**config.mk**
```make
export PLATFORM = sky130hd
export DESIGN_NAME = peak_finder
export DESIGN_NICKNAME = d
export VERILOG_FILES = /design/src/rtl/peak_finder_pkg.sv /design/src/rtl/peak_finder.sv
export SDC_FILE = /design/constraint.sdc
export NUM_CORES = 1
export LEC_CHECK = 0
export ABC_CLOCK_PERIOD_IN_PS = 14100
export CAP_MARGIN = 20
export CORE_UTILIZATION = 51
export CTS_BUF_LIST = sky130_fd_sc_hd__clkbuf_16
export DETAILED_ROUTE_END_ITERATION = 8
export PLACE_DENSITY = 0.8
export SLEW_MARGIN = 20
export SYNTH_ARGS = -nofsm -noshare
export SYNTH_HDL_FRONTEND = slang
export SYNTH_SLANG_ARGS = --single-unit
export TNS_END_PERCENT = 10
```
**constraint.sdc**
```tcl
create_clock -name clk -period 14.1 [get_ports clk]
set_input_delay 4.23 -clock clk [delete_from_list [all_inputs] [get_ports clk]]
set_output_delay 4.23 -clock clk [all_outputs]
set_load 0.1 [all_outputs]
```
**src/rtl/peak_finder_pkg.sv**
```systemverilog
// peak_finder_pkg: shared widths and constants for the peak detector.
//   DEF_DATA_LEN  - default sample magnitude / threshold width
//   DEF_INDEX_LEN - default sample index width
//   DEF_TUSER_LEN - default side-band tag width
//   DEF_COUNT_LEN - default above-threshold counter width
//   DEF_COUNT_MAX - saturation value of the counter at the default width
package peak_finder_pkg;

  localparam int DEF_DATA_LEN  = 64;
  localparam int DEF_INDEX_LEN = 32;
  localparam int DEF_TUSER_LEN = 32;
  localparam int DEF_COUNT_LEN = 32;

  localparam logic [DEF_COUNT_LEN-1:0] DEF_COUNT_MAX = '1;

endpackage

```
**src/rtl/peak_finder.sv**
```systemverilog
// peak_finder: streaming per-frame maximum detector with 1-cycle latency.
// Tracks the largest above-threshold sample of each tlast-delimited frame
// and reports its value, index and tag together with a saturating count.
//   clk         - rising-edge clock
//   areset      - asynchronous active-high reset
//   tdata       - unsigned sample magnitude
//   tvalid      - sample qualifier (no backpressure)
//   tlast       - last sample of frame, qualified by tvalid
//   tuser       - side-band tag of the sample
//   index       - sample index within the frame
//   threshold   - detection threshold, sampled on every valid beat
//   peak_index  - index of the frame maximum so far
//   peak_tdata  - value of the frame maximum so far
//   peak_tvalid - one pulse per consumed input beat
//   peak_tlast  - marks the final result of a frame
//   peak_tuser  - tag of the frame maximum so far
//   num_peaks   - above-threshold samples in the frame so far
module peak_finder
  import peak_finder_pkg::*;
#(
  parameter int DATA_LEN  = DEF_DATA_LEN,
  parameter int INDEX_LEN = DEF_INDEX_LEN,
  parameter int TUSER_LEN = DEF_TUSER_LEN,
  parameter int COUNT_LEN = DEF_COUNT_LEN
) (
  input  logic                 clk,
  input  logic                 areset,
  input  logic [DATA_LEN-1:0]  tdata,
  input  logic                 tvalid,
  input  logic                 tlast,
  input  logic [TUSER_LEN-1:0] tuser,
  input  logic [INDEX_LEN-1:0] index,
  input  logic [DATA_LEN-1:0]  threshold,
  output logic [INDEX_LEN-1:0] peak_index,
  output logic [DATA_LEN-1:0]  peak_tdata,
  output logic                 peak_tvalid,
  output logic                 peak_tlast,
  output logic [TUSER_LEN-1:0] peak_tuser,
  output logic [COUNT_LEN-1:0] num_peaks
);

  localparam logic [COUNT_LEN-1:0] CNT_SAT = '1;

  // frame accumulators
  logic                 first_q, first_d;
  logic [DATA_LEN-1:0]  max_q, max_d;
  logic [INDEX_LEN-1:0] idx_q, idx_d;
  logic [TUSER_LEN-1:0] user_q, user_d;
  logic [COUNT_LEN-1:0] cnt_q, cnt_d;

  // output register stage
  logic                 pvalid_q, pvalid_d;
  logic                 plast_q, plast_d;
  logic [DATA_LEN-1:0]  pdata_q, pdata_d;
  logic [INDEX_LEN-1:0] pindex_q, pindex_d;
  logic [TUSER_LEN-1:0] puser_q, puser_d;
  logic [COUNT_LEN-1:0] pcnt_q, pcnt_d;

  // frame-so-far view: a fresh frame behaves as all zeros
  logic [DATA_LEN-1:0]  cur_max;
  logic [INDEX_LEN-1:0] cur_idx;
  logic [TUSER_LEN-1:0] cur_user;
  logic [COUNT_LEN-1:0] cur_cnt;
  logic                 qual, upd;
  logic [DATA_LEN-1:0]  new_max;
  logic [INDEX_LEN-1:0] new_idx;
  logic [TUSER_LEN-1:0] new_user;
  logic [COUNT_LEN-1:0] new_cnt;

  always_comb begin
    cur_max  = first_q ? '0 : max_q;
    cur_idx  = first_q ? '0 : idx_q;
    cur_user = first_q ? '0 : user_q;
    cur_cnt  = first_q ? '0 : cnt_q;

    qual = tvalid && (tdata > threshold);
    // strict compare keeps the earliest of equal maxima
    upd  = qual && (tdata > cur_max);

    new_max  = upd ? tdata : cur_max;
    new_idx  = upd ? index : cur_idx;
    new_user = upd ? tuser : cur_user;
    new_cnt  = (qual && (cur_cnt != CNT_SAT)) ? cur_cnt + 1'b1 : cur_cnt;

    first_d  = first_q;
    max_d    = max_q;
    idx_d    = idx_q;
    user_d   = user_q;
    cnt_d    = cnt_q;
    pdata_d  = pdata_q;
    pindex_d = pindex_q;
    puser_d  = puser_q;
    pcnt_d   = pcnt_q;
    pvalid_d = tvalid;
    plast_d  = tvalid && tlast;

    if (tvalid) begin
      pdata_d  = new_max;
      pindex_d = new_idx;
      puser_d  = new_user;
      pcnt_d   = new_cnt;
      if (tlast) begin
        first_d = 1'b1;
        max_d   = '0;
        idx_d   = '0;
        user_d  = '0;
        cnt_d   = '0;
      end else begin
        first_d = 1'b0;
        max_d   = new_max;
        idx_d   = new_idx;
        user_d  = new_user;
        cnt_d   = new_cnt;
      end
    end
  end

  always_ff @(posedge clk or posedge areset) begin
    if (areset) begin
      first_q  <= 1'b1;
      max_q    <= '0;
      idx_q    <= '0;
      user_q   <= '0;
      cnt_q    <= '0;
      pvalid_q <= 1'b0;
      plast_q  <= 1'b0;
      pdata_q  <= '0;
      pindex_q <= '0;
      puser_q  <= '0;
      pcnt_q   <= '0;
    end else begin
      first_q  <= first_d;
      max_q    <= max_d;
      idx_q    <= idx_d;
      user_q   <= user_d;
      cnt_q    <= cnt_d;
      pvalid_q <= pvalid_d;
      plast_q  <= plast_d;
      pdata_q  <= pdata_d;
      pindex_q <= pindex_d;
      puser_q  <= puser_d;
      pcnt_q   <= pcnt_d;
    end
  end

  assign peak_tvalid = pvalid_q;
  assign peak_tlast  = plast_q;
  assign peak_tdata  = pdata_q;
  assign peak_index  = pindex_q;
  assign peak_tuser  = puser_q;
  assign num_peaks   = pcnt_q;

endmodule

```
==> results.tsv, run 1 <==
stage	metric	value	unit
outcome	status	completed	
logic_synthesis	syn_avg_cell_area	10.4	µm²
power	p_leak	0.00978	µW
cts	cts_buffers	36	
critical_path	start_kind	input port	
die	die_w	186	µm
logic_synthesis	yosysUniqueCellTypes	74	
global_route	grt_pass1_wl	79300	µm
route	dr.pass1.iters	7	
cts	ctsRootBufferMaster	clkbuf_16	
cts	clock_latency	0.52	ns
final_layout	drive_gt1_share	5.01	%
power	clock_power_share	33.0	%
logic_synthesis	ys.warnings.count	0	
power	cellInternalPower	1690	µW
timing	rsz0062_at_grt	no	
die	dieArea	0.0347	mm²
critical_path	crit_fanout	88	
logic_synthesis	syn_inst	1659	
timing	setup-tns-final	0	ns
cts	cts.htree.levels	2	
route	drcViolationCount	0	
placement	placed_cell_area	0.0211	mm²
critical_path	crit-reg2reg-launch	first_q$_DFFE_PP1P_	
global_route	grt_pass1_vias	15000	
power	p_sw	925	µW
route	routed_wl	50100	µm
placement	routabilityCongestion	0.862	
cts	clkSinkCount	323	
die	rows	67	
die	core	0.0334	mm²
route	ant_nets	0	
cts	cts_tree	yes	
die	pin_count	358	
placement	port_buffers	357	
critical_path	cp-end-kind	flip-flop	
timing	timing.hold.ws	0.482	ns
global_route	grt_max_degree	175	
global_route	grt_overflow	0	
timing	final.period_utilization	65.0	%
timing	slew_headroom	25.4	%
logic_synthesis	synth_area	0.0173	mm²
timing	slew_viol_final	0	
route	via_count	14900	
final_layout	design_area	0.0222	mm²
final_layout	area_delta_synth_final	28.1	%
timing	tightest_slew	1.11	ns
logic_synthesis	synth_top_flop_cell	dfrtp_1	
critical_path	worst-path-buf-inv	6	
critical_path	critical_path_required	14.49	ns
timing	fmax	109	MHz
logic_synthesis	yosysSeqAreaShare	46.7	%
cts	cts_max_path_buffers	3	
critical_path	cp-startpoint	threshold[61]	
timing	hold_viol	0	
die	start_util	51.8	%
power	switching_share	35.3	%
timing	setup_viol	0	
route	viasPerCell	6.12	
final_layout	final_core_util	66.3	%
critical_path	cp_slowest_cell	buf_4	
run	cap_violations	0	
power	ir_drop	0.0000901	V
critical_path	cp_top_family	buffers and inverters	
route	drt-initial-drc-count	1151	
power	power_frac_comb	27.7	%
critical_path	critPathMaxStageDelay	0.88	ns
timing	skew	0.0110	ns
logic_synthesis	synthArstFlopShare	100	%
critical_path	cpMostUsedCell	buf_4	
min_path	hold_start	max_q[0]$_DFFE_PP0P_	
critical_path	crit_path_cell_trace	clkdlybuf4s50_1, inv_1, ha_1, nand4_1, nor4_2, nand4_1, a31oi_1, nor4_2, buf_4, nor3_4, buf_4, buf_4, nor2_4, buf_4, a221o_1	
power	seq_power_share	39.2	%
final_layout	fillers	2616	
power	power_density	118	mW/mm²
cts	post_cts_resized	0	
timing	period_needed	9.16	ns
placement	place_hpwl	33100	µm
cts	cts.clk_slew.worst_paths	0.06	ns
cts	cts_hold_buf	0	
logic_synthesis	synth-edff-count	0	
logic_synthesis	synth_fp_nets	1984	
critical_path	crit_type	in -> reg	
global_route	grtUsageTotal	29.1	%
die	die_h	186	µm
logic_synthesis	synth-seq-cells	323	
final_layout	fin_nets	2275	
min_path	min_path_type	reg -> reg	
route	wl_per_cell	20.6	µm
cts	postCtsSetupRepairBufs	0	
global_route	antenna_found_initial	8	
critical_path	arrival	9.55	ns
cell usage in the layout (no fill, tap or decap), types with 11 or more instances in the layout:
cell,synthesis,layout
o21ai_0,37,37
nor4_1,13,12
a21o_1,15,15
nor2_1,53,50
ha_1,129,129
nand2b_1,71,71
a221o_1,65,65
a21oi_1,75,75
inv_1,72,84
nand3_1,88,88
buf_4,4,14
a22o_1,142,142
xnor2_1,18,18
o311ai_0,26,26
nand2_1,122,122
nor3_1,18,18
clkbuf_16,0,37
clkdlybuf4s50_1,0,356
o311ai_1,37,37
nor2b_1,87,87
diode_2,0,11
dfrtp_1,322,322
nand4_1,31,31
per-stage QoR:
stage / std cells / power (µW) / setup WS (ns)
finish: 2436 / 2620 / 4.94
global route: 2431 / 2720 / 4.75
CTS: 2425 / 2630 / 5.01
detailed placement: 2360 / 1760 / 4.48
global placement: 2360 / 1750 / 4.59
floorplan: 1659 / 1540 / 0.930
synthesized netlist by cell type (4+ instances only):
cell type,number,share of area (%)
o311ai_0,26,1.3
and3_1,8,0.29
nand2b_1,71,2.6
a221o_1,65,3.8
o311ai_1,37,1.9
or3_1,4,0.14
dfrtp_1,322,47
o2bb2ai_1,7,0.35
nor2_1,53,1.1
nand2_1,122,2.6
o21ai_0,37,1.1
ha_1,129,9.3
inv_1,72,1.6
a31oi_1,7,0.25
a21o_1,15,0.65
xnor2_1,18,0.91
a21oi_1,75,2.2
or2_2,4,0.14
a22o_1,142,7.2
clkbuf_1,70,1.5
nor4_1,13,0.47
nor4_2,7,0.51
buf_6,8,0.52
nor2b_1,87,3.1
buf_2,31,0.90
and4_1,5,0.25
a221oi_1,4,0.20
o211ai_1,8,0.35
xor2_1,6,0.30
buf_1,5,0.11
nand3_1,88,2.5
nand4_1,31,1.1
buf_4,4,0.17
nor3_1,18,0.52
state kept, by name, summed over array words and instances, names as in the netlist:
name	cells
cnt_q	32
first_q	1
idx_q	32
max_q	64
num_peaks	32
peak_index	32
peak_tdata	64
peak_tlast	1
peak_tuser	32
peak_tvalid	1
user_q	32
power groups by stage:
| stage | Sequential (µW) | Combinational (µW) | Clock (µW) |
|---|---|---|---|
| after detailed placement | 1040 | 724 | 0 |
| after global placement | 1040 | 713 | 0 |
| final | 1030 | 726 | 865 |
| after floorplan | 1330 | 206 | 0 |
| after CTS | 1030 | 726 | 882 |
| after global routing | 1030 | 766 | 919 |
metal layers:
layer  up-vias  global-route usage [%]  share of wire, %
met5         -                       0                 0
met4         0                    14.5               4.9
met3       143                    7.24               8.5
met2       616                    45.1                46
met1      7369                    38.0                41
li1       6787                       -                 -
area by class of cell:
class	instances	area [µm²]	area share, %
clock buffers	37	926	4.18
diodes	11	27.5	0.124
repair buffers	371	3690	16.6
flip-flops and latches	323	8080	36.5
well taps	448	561	2.53
multi-input cells	1145	8450	38.1
clock inverters	28	150	0.677
inverters	73	289	1.30
logic make-up after synthesis:
kind of cell | synth area share, %
AOI/OAI and AO/OA | 20.5
xor gates and xnor gates | 1.21
adders and majority gates | 9.32
buffers and inverters | 4.80
DFF | 46.7
muxes | 0.311
and+or+nand+nor | 17.2
worst register-to-register path, delay by kind of cell (launching register included):
kind,cells,cell delay (ns)
buf+inv,4,2.15
flops,1,0.90
compound gates,5,1.42
fa+ha+maj,1,0.25
simple gates,4,1.01
worst paths after layout:
| path | slack, ns | cells after the start | to |
|---|---|---|---|
| setup / recovery | 4.94 | 15 | peak_tuser[23]$_DFFE_PP0P_ |
| hold / removal | 0.48 | 1 | max_q[0]$_DFFE_PP0P_ |
| setup reg to reg | 8.29 | 14 | user_q[23]$_DFFE_PP0P_ |
| hold reg to reg | 0.48 | 1 | max_q[0]$_DFFE_PP0P_ |
| max in group asynchronous | 8.26 | 3 | peak_index[24]$_DFFE_PP0P_ |
| min in group asynchronous | 4.22 | 2 | peak_index[21]$_DFFE_PP0P_ |
No activity file was read; power rests on OpenSTA's default activity.
==> inputs of run 2 (changes only) <==
--- a/config.mk
+++ b/config.mk
@@ -5,7 +5,7 @@
 export SDC_FILE = /design/constraint.sdc
 export NUM_CORES = 1
 export LEC_CHECK = 0
-export ABC_CLOCK_PERIOD_IN_PS = 14100
+export ABC_CLOCK_PERIOD_IN_PS = 9250
 export CAP_MARGIN = 20
 export CORE_UTILIZATION = 51
 export CTS_BUF_LIST = sky130_fd_sc_hd__clkbuf_16
==> constraint.sdc (replaced) <==
create_clock -name clk -period 9.25 [get_ports clk]
set_input_delay 2.775 -clock clk [delete_from_list [all_inputs] [get_ports clk]]
set_output_delay 2.775 -clock clk [all_outputs]
set_load 0.1 [all_outputs]
==> run 2 against run 1 <==
Effect of this change: cell area increased by 0.18%; global-route usage is 0.45 points higher; core utilization is 0.12 points higher; worst hold slack better by 0.0030 ns; setup slack lost 2.9 ns; flip-flop and latch count unchanged; count of clock-buffer cells in the layout down 1; sequential share of layout area decreased by 0.066 points; clock power is 60% higher.
==> results.tsv, run 2 (synthesized netlist as in run 1, its figures left out) <==
stage	metric	value	unit
route	routed_wl	51400	µm
run	cap_violations	0	
die	die_h	186	µm
final_layout	drive_gt1_share	5.26	%
cts	post_cts_resized	0	
final_layout	final_cell_mix	356 x clkdlybuf4s50_1, 322 x dfrtp_1, 142 x a22o_1	
power	ir_drop	0.000120	V
timing	setup-tns-final	0	ns
cts	cts_hold_buf	0	
die	die_w	186	µm
die	start_util	51.8	%
timing	period_needed	7.25	ns
timing	worst_slack	2.00	ns
global_route	grtUsageTotal	29.5	%
final_layout	area_delta_synth_final	28.3	%
timing	final.period_utilization	78.4	%
global_route	grt_pass1_wl	80700	µm
critical_path	crit_fanout	69	
route	wl_per_cell	21.1	µm
placement	placed_cell_area	0.0211	mm²
route	dr.pass1.iters	5	
cts	clkSinkCount	323	
min_path	min_path_type	reg -> reg	
die	dieArea	0.0347	mm²
cts	ctsRootBufferMaster	clkbuf_16	
critical_path	crit-reg2reg-launch	first_q$_DFFE_PP1P_	
timing	slew_viol_final	0	
die	pin_count	358	
final_layout	final_core_util	66.4	%
min_path	hold_start	max_q[0]$_DFFE_PP0P_	
die	core	0.0334	mm²
critical_path	arrival	7.60	ns
critical_path	cp_top_family	buffers and inverters	
critical_path	critPathMaxStageDelay	0.77	ns
critical_path	start_kind	input port	
placement	place_hpwl	34200	µm
die	rows	67	
min_path	whs_path_depth	1	
cts	clock_latency	0.53	ns
power	p_leak	0.00979	µW
route	ant_nets	0	
min_path	hold_end	max_q[0]$_DFFE_PP0P_	
timing	hold_viol	0	
global_route	grt_overflow	0	
route	drcViolationCount	0	
critical_path	crit_path_cell_trace	clkdlybuf4s50_1, ha_1, nand4_1, nor4_2, a21boi_0, nor4_2, buf_4, nor3_4, buf_4, buf_4, o311ai_0	
timing	setup_viol	0	
final_layout	fin_nets	2279	
route	viasPerCell	6.19	
critical_path	crit_type	in -> reg	
critical_path	cp-end-kind	flip-flop	
placement	dp_slack	1.62	ns
critical_path	worst-path-buf-inv	4	
final_layout	fillers	2561	
timing	tightest_slew	1.14	ns
global_route	grt_max_degree	181	
cts	cts.htree.levels	2	
global_route	grt_pass1_vias	15000	
cts	cts_tree	yes	
cts	postCtsSetupRepairBufs	0	
timing	skew	0.0151	ns
critical_path	regToRegEndpoint	max_q[55]$_DFFE_PP0P_	
global_route	antenna_found_initial	4	
critical_path	critical_path_required	9.59	ns
critical_path	cpMostUsedCell	buf_4	
timing	rsz0062_at_grt	no	
timing	slew_headroom	24.0	%
power	power_density	183	mW/mm²
critical_path	ff2ff_path_depth	13	
final_layout	layout.cells.non_filler	2429	
placement	port_buffers	357	
placement	routabilityCongestion	0.860	
final_layout	layout_commonest_cell	clkdlybuf4s50_1	
timing	fmax	138	MHz
outcome	status	completed	
critical_path	rrSetupSlack	3.87	ns
route	drt-initial-drc-count	1169	
final_layout	design_area	0.0222	mm²
cts	cts_max_path_buffers	3	
critical_path	cp_slowest_cell	buf_4	
route	via_count	15000	
cts	cts.clk_slew.worst_paths	0.06	ns
cts	cts_buffers	36	
placement	dp_cells	2364	
run 2: cell count changes in the layout (fill, tap and decap cells not counted), moves of 2 or more:
cell / before / now
buf_4: 14 / 18
diode_2: 11 / 3
bufinv_16: 1 / 3
inv_1: 84 / 80
run 2: final cells by class:
type / count / area, µm² / share of cell area [%]
Inverter: 73 / 280 / 1.26
Clock buffer: 36 / 901 / 4.06
Sequential cell: 323 / 8080 / 36.4
Clock inverter: 26 / 214 / 0.963
Tap cell: 448 / 561 / 2.52
Antenna cell: 3 / 7.51 / 0.0338
Timing Repair Buffer: 375 / 3720 / 16.7
Multi-Input combinational cell: 1145 / 8450 / 38.0
run 2: metrics by stage:
stage	total power [µW]	hold WS, ns
2_1_floorplan	2340	0.456
3_3_place_gp	2680	0.465
3_5_place_dp	2690	0.473
4_1_cts	4080	0.487
5_1_grt	4210	0.514
6_report	4060	0.485
run 2: how the worst max path moves through the flow:
stage	from	endpoint	cells after the start
final	tdata[63]	peak_tdata[15]$_DFFE_PP0P_	11
after global routing	tdata[61]	peak_tdata[18]$_DFFE_PP0P_	12
after floorplan	areset	cnt_q[0]$_DFFE_PP0P_	1
after CTS	tdata[63]	peak_tdata[15]$_DFFE_PP0P_	11
after detailed placement	tdata[63]	peak_tdata[14]$_DFFE_PP0P_	11
after global placement	tdata[63]	peak_tdata[17]$_DFFE_PP0P_	11
run 2: power by group:
group          switching [µW]  leakage (µW)  total, µW  internal, µW
clock network             588      0.000579       1380           794
registers                65.4       0.00439       1570          1500
logic                     786       0.00483       1110           325
total                    1440       0.00979       4060          2620
run 2: worst reg2reg max path: stages, from the launching register on:
cell      delay, ns
dfstp_2        1.03
buf_4          0.59
nand2b_1       0.21
ha_1           0.26
a21oi_1        0.16
o21ai_0        0.11
a221oi_1       0.46
o211ai_1       0.20
a221oi_2       0.54
nor3_4         0.05
buf_4          0.36
o21ai_4        0.26
buf_4          0.77
a22o_1         0.30
run 2: metal layers:
metal  share of wire, %  GRT usage [%]  routed length, µm  up-vias
li1                   -              -                  -     6777
met1                 43           40.0              21800     7440
met2                 46           45.9              23400      677
met3                7.5           5.72               3870      138
met4                4.4           13.7               2270        2
met5              0.023              0                 12        -
==> inputs of run 3 (changes only) <==
--- a/config.mk
+++ b/config.mk
@@ -5,12 +5,12 @@
 export SDC_FILE = /design/constraint.sdc
 export NUM_CORES = 1
 export LEC_CHECK = 0
-export ABC_CLOCK_PERIOD_IN_PS = 9250
+export ABC_CLOCK_PERIOD_IN_PS = 6290
 export CAP_MARGIN = 20
-export CORE_UTILIZATION = 51
+export CORE_UTILIZATION = 47
 export CTS_BUF_LIST = sky130_fd_sc_hd__clkbuf_16
 export DETAILED_ROUTE_END_ITERATION = 8
-export PLACE_DENSITY = 0.8
+export PLACE_DENSITY = 0.77
 export SLEW_MARGIN = 20
 export SYNTH_ARGS = -nofsm -noshare
 export SYNTH_HDL_FRONTEND = slang
==> constraint.sdc (replaced) <==
create_clock -name clk -period 6.29 [get_ports clk]
set_input_delay 1.887 -clock clk [delete_from_list [all_inputs] [get_ports clk]]
set_output_delay 1.887 -clock clk [all_outputs]
set_load 0.1 [all_outputs]
==> run 3 against run 2 <==
Effect of this change: count of clock-buffer cells in the layout grew 3; cell area increased by 0.68%; clock skew down 0.0022 ns; final cell count rose by 1.0%; non-clock buffer count grew 7; register-to-register slack worse by 2.3 ns; sequential power up 46%; clock power rose by 49%; sequential share of layout area fell by 0.25 points; critical path depth unchanged; worst hold slack hardly changed; flip-flop and latch count is the same; critical path type unchanged; highest routed layer unchanged.
==> results.tsv, run 3 (synthesized netlist as in run 1, its figures left out) <==
stage	metric	value	unit
outcome	status	completed	
power	p_leak	0.00988	µW
critical_path	cp_top_family	simple AND/OR/NAND/NOR gates	
timing	fmax	187	MHz
global_route	grt_overflow	0	
route	ant_nets	0	
timing	slew_viol_final	0	
critical_path	crit_fanout	33	
min_path	min_path_type	reg -> reg	
cts	cts_buffers	37	
critical_path	critPathMaxStageDelay	0.73	ns
cts	cts_tree	yes	
route	via_count	15000	
timing	final.period_utilization	85.1	%
final_layout	layout.cells.non_filler	2454	
die	rows	69	
cts	clock_latency	0.52	ns
global_route	grtUsageTotal	27.7	%
final_layout	design_area	0.0224	mm²
global_route	grt_max_degree	134	
critical_path	cp-end-kind	flip-flop	
power	ir_drop	0.000179	V
critical_path	worst-path-buf-inv	2	
final_layout	layout_commonest_cell	clkdlybuf4s50_1	
global_route	antenna_found_initial	4	
route	routed_wl	51800	µm
cts	clkSinkCount	323	
placement	place_hpwl	35300	µm
cts	cts.clk_slew.worst_paths	0.06	ns
timing	tightest_slew	1.12	ns
global_route	grt_pass1_wl	84500	µm
global_route	grt_pass1_vias	15200	
timing	timing.hold.ws	0.485	ns
timing	period_needed	5.35	ns
timing	skew	0.0129	ns
cts	postCtsSetupRepairBufs	0	
critical_path	crit_path_cell_trace	clkdlybuf4s50_1, ha_1, nand4_1, nor4_1, nand4_1, a31oi_1, nor4_2, nor2_4, buf_4, nand3_1, o311ai_0	
route	viasPerCell	6.10	
critical_path	crit_type	in -> reg	
timing	slew_headroom	25.3	%
die	dieArea	0.0376	mm²
die	core	0.0359	mm²
run	cap_violations	0	
die	pin_count	358	
route	drt-initial-drc-count	1135	
timing	rsz0062_at_grt	no	
cts	cts_max_path_buffers	3	
route	wl_per_cell	21.1	µm
critical_path	cp_slowest_cell	nor2_4	
power	power_density	269	mW/mm²
final_layout	area_delta_synth_final	29.2	%
final_layout	final_cell_mix	356 x clkdlybuf4s50_1, 322 x dfrtp_1, 142 x a22o_1	
cts	ctsRootBufferMaster	clkbuf_16	
timing	hold_viol	0	
critical_path	critical_path_required	6.66	ns
placement	placed_cell_area	0.0212	mm²
placement	port_buffers	357	
final_layout	drive_gt1_share	5.73	%
die	die_w	194	µm
cts	cts.htree.levels	2	
critical_path	start_kind	input port	
die	die_h	194	µm
cts	post_cts_resized	0	
critical_path	arrival	5.72	ns
route	drcViolationCount	0	
final_layout	fin_nets	2287	
critical_path	cpMostUsedCell	nand4_1	
placement	routabilityCongestion	0.886	
route	dr.pass1.iters	5	
placement	dp_cells	2384	
timing	setup-tns-final	0	ns
timing	setup_viol	0	
cts	cts_hold_buf	0	
die	start_util	48.2	%
[run 3: cell types whose count changed in the layout (fill, tap and decap cells not counted), moves of 3 or more]
cell	change
clkbuf_16	+3
buf_4	+3
inv_1	+4
buf_12	+4
clkinv_2	+3
[run 3: worst register-to-register path, delay by kind of cell (launching register included)]
kind / cells / cell delay (ns)
AO/OA/AOI/OAI: 2 / 0.30
adder cells (fa/ha/maj): 1 / 0.16
buffers and inverters: 2 / 0.98
flip-flops: 1 / 0.91
AND/OR/NAND/NOR: 7 / 2.24
[run 3: layer usage]
metal | up-vias | track usage, % | routed length, µm
met5 | - | 0 | 31
met4 | 4 | 9.55 | 1700
met3 | 105 | 5.88 | 4040
met2 | 615 | 43.8 | 24000
met1 | 7452 | 37.7 | 22000
li1 | 6805 | - | -
[run 3: per-stage QoR]
stage,util [%],setup slack (ns),total power (µW)
floorplan,-,0.0951,3440
global placement,59.1,0.575,3950
detailed placement,59.1,0.431,3970
CTS,62.3,0.953,6040
global route,62.3,0.693,6240
finish,62.3,0.935,6010
[run 3: final timing paths]
check	from	to	slack, ns	cells after the start
max	tdata[38]	peak_tdata[19]$_DFFE_PP0P_	0.94	11
min	max_q[0]$_DFFE_PP0P_	max_q[0]$_DFFE_PP0P_	0.48	1
max reg2reg	first_q$_DFFE_PP1P_	peak_tdata[29]$_DFFE_PP0P_	1.58	12
min reg2reg	max_q[0]$_DFFE_PP0P_	max_q[0]$_DFFE_PP0P_	0.48	1
max in group asynchronous	areset	peak_index[0]$_DFFE_PP0P_	3.33	3
min in group asynchronous	areset	peak_tdata[49]$_DFFE_PP0P_	1.81	2
[run 3: area by class of cell]
| type | count | area, µm² |
|---|---|---|
| Inverter | 73 | 280 |
| Fill cell | 2932 | 13600 |
| Clock inverter | 29 | 174 |
| Sequential cell | 323 | 8080 |
| Antenna cell | 2 | 5.00 |
| Timing Repair Buffer | 382 | 3820 |
| Clock buffer | 39 | 976 |
| Tap cell | 461 | 577 |
| Multi-Input combinational cell | 1145 | 8450 |
[run 3: power breakdown]
| part | switching [µW] | leakage (µW) | internal [µW] |
|---|---|---|---|
| clock network | 865 | 0.000617 | 1200 |
| logic | 1160 | 0.00488 | 484 |
| registers | 87.6 | 0.00439 | 2210 |
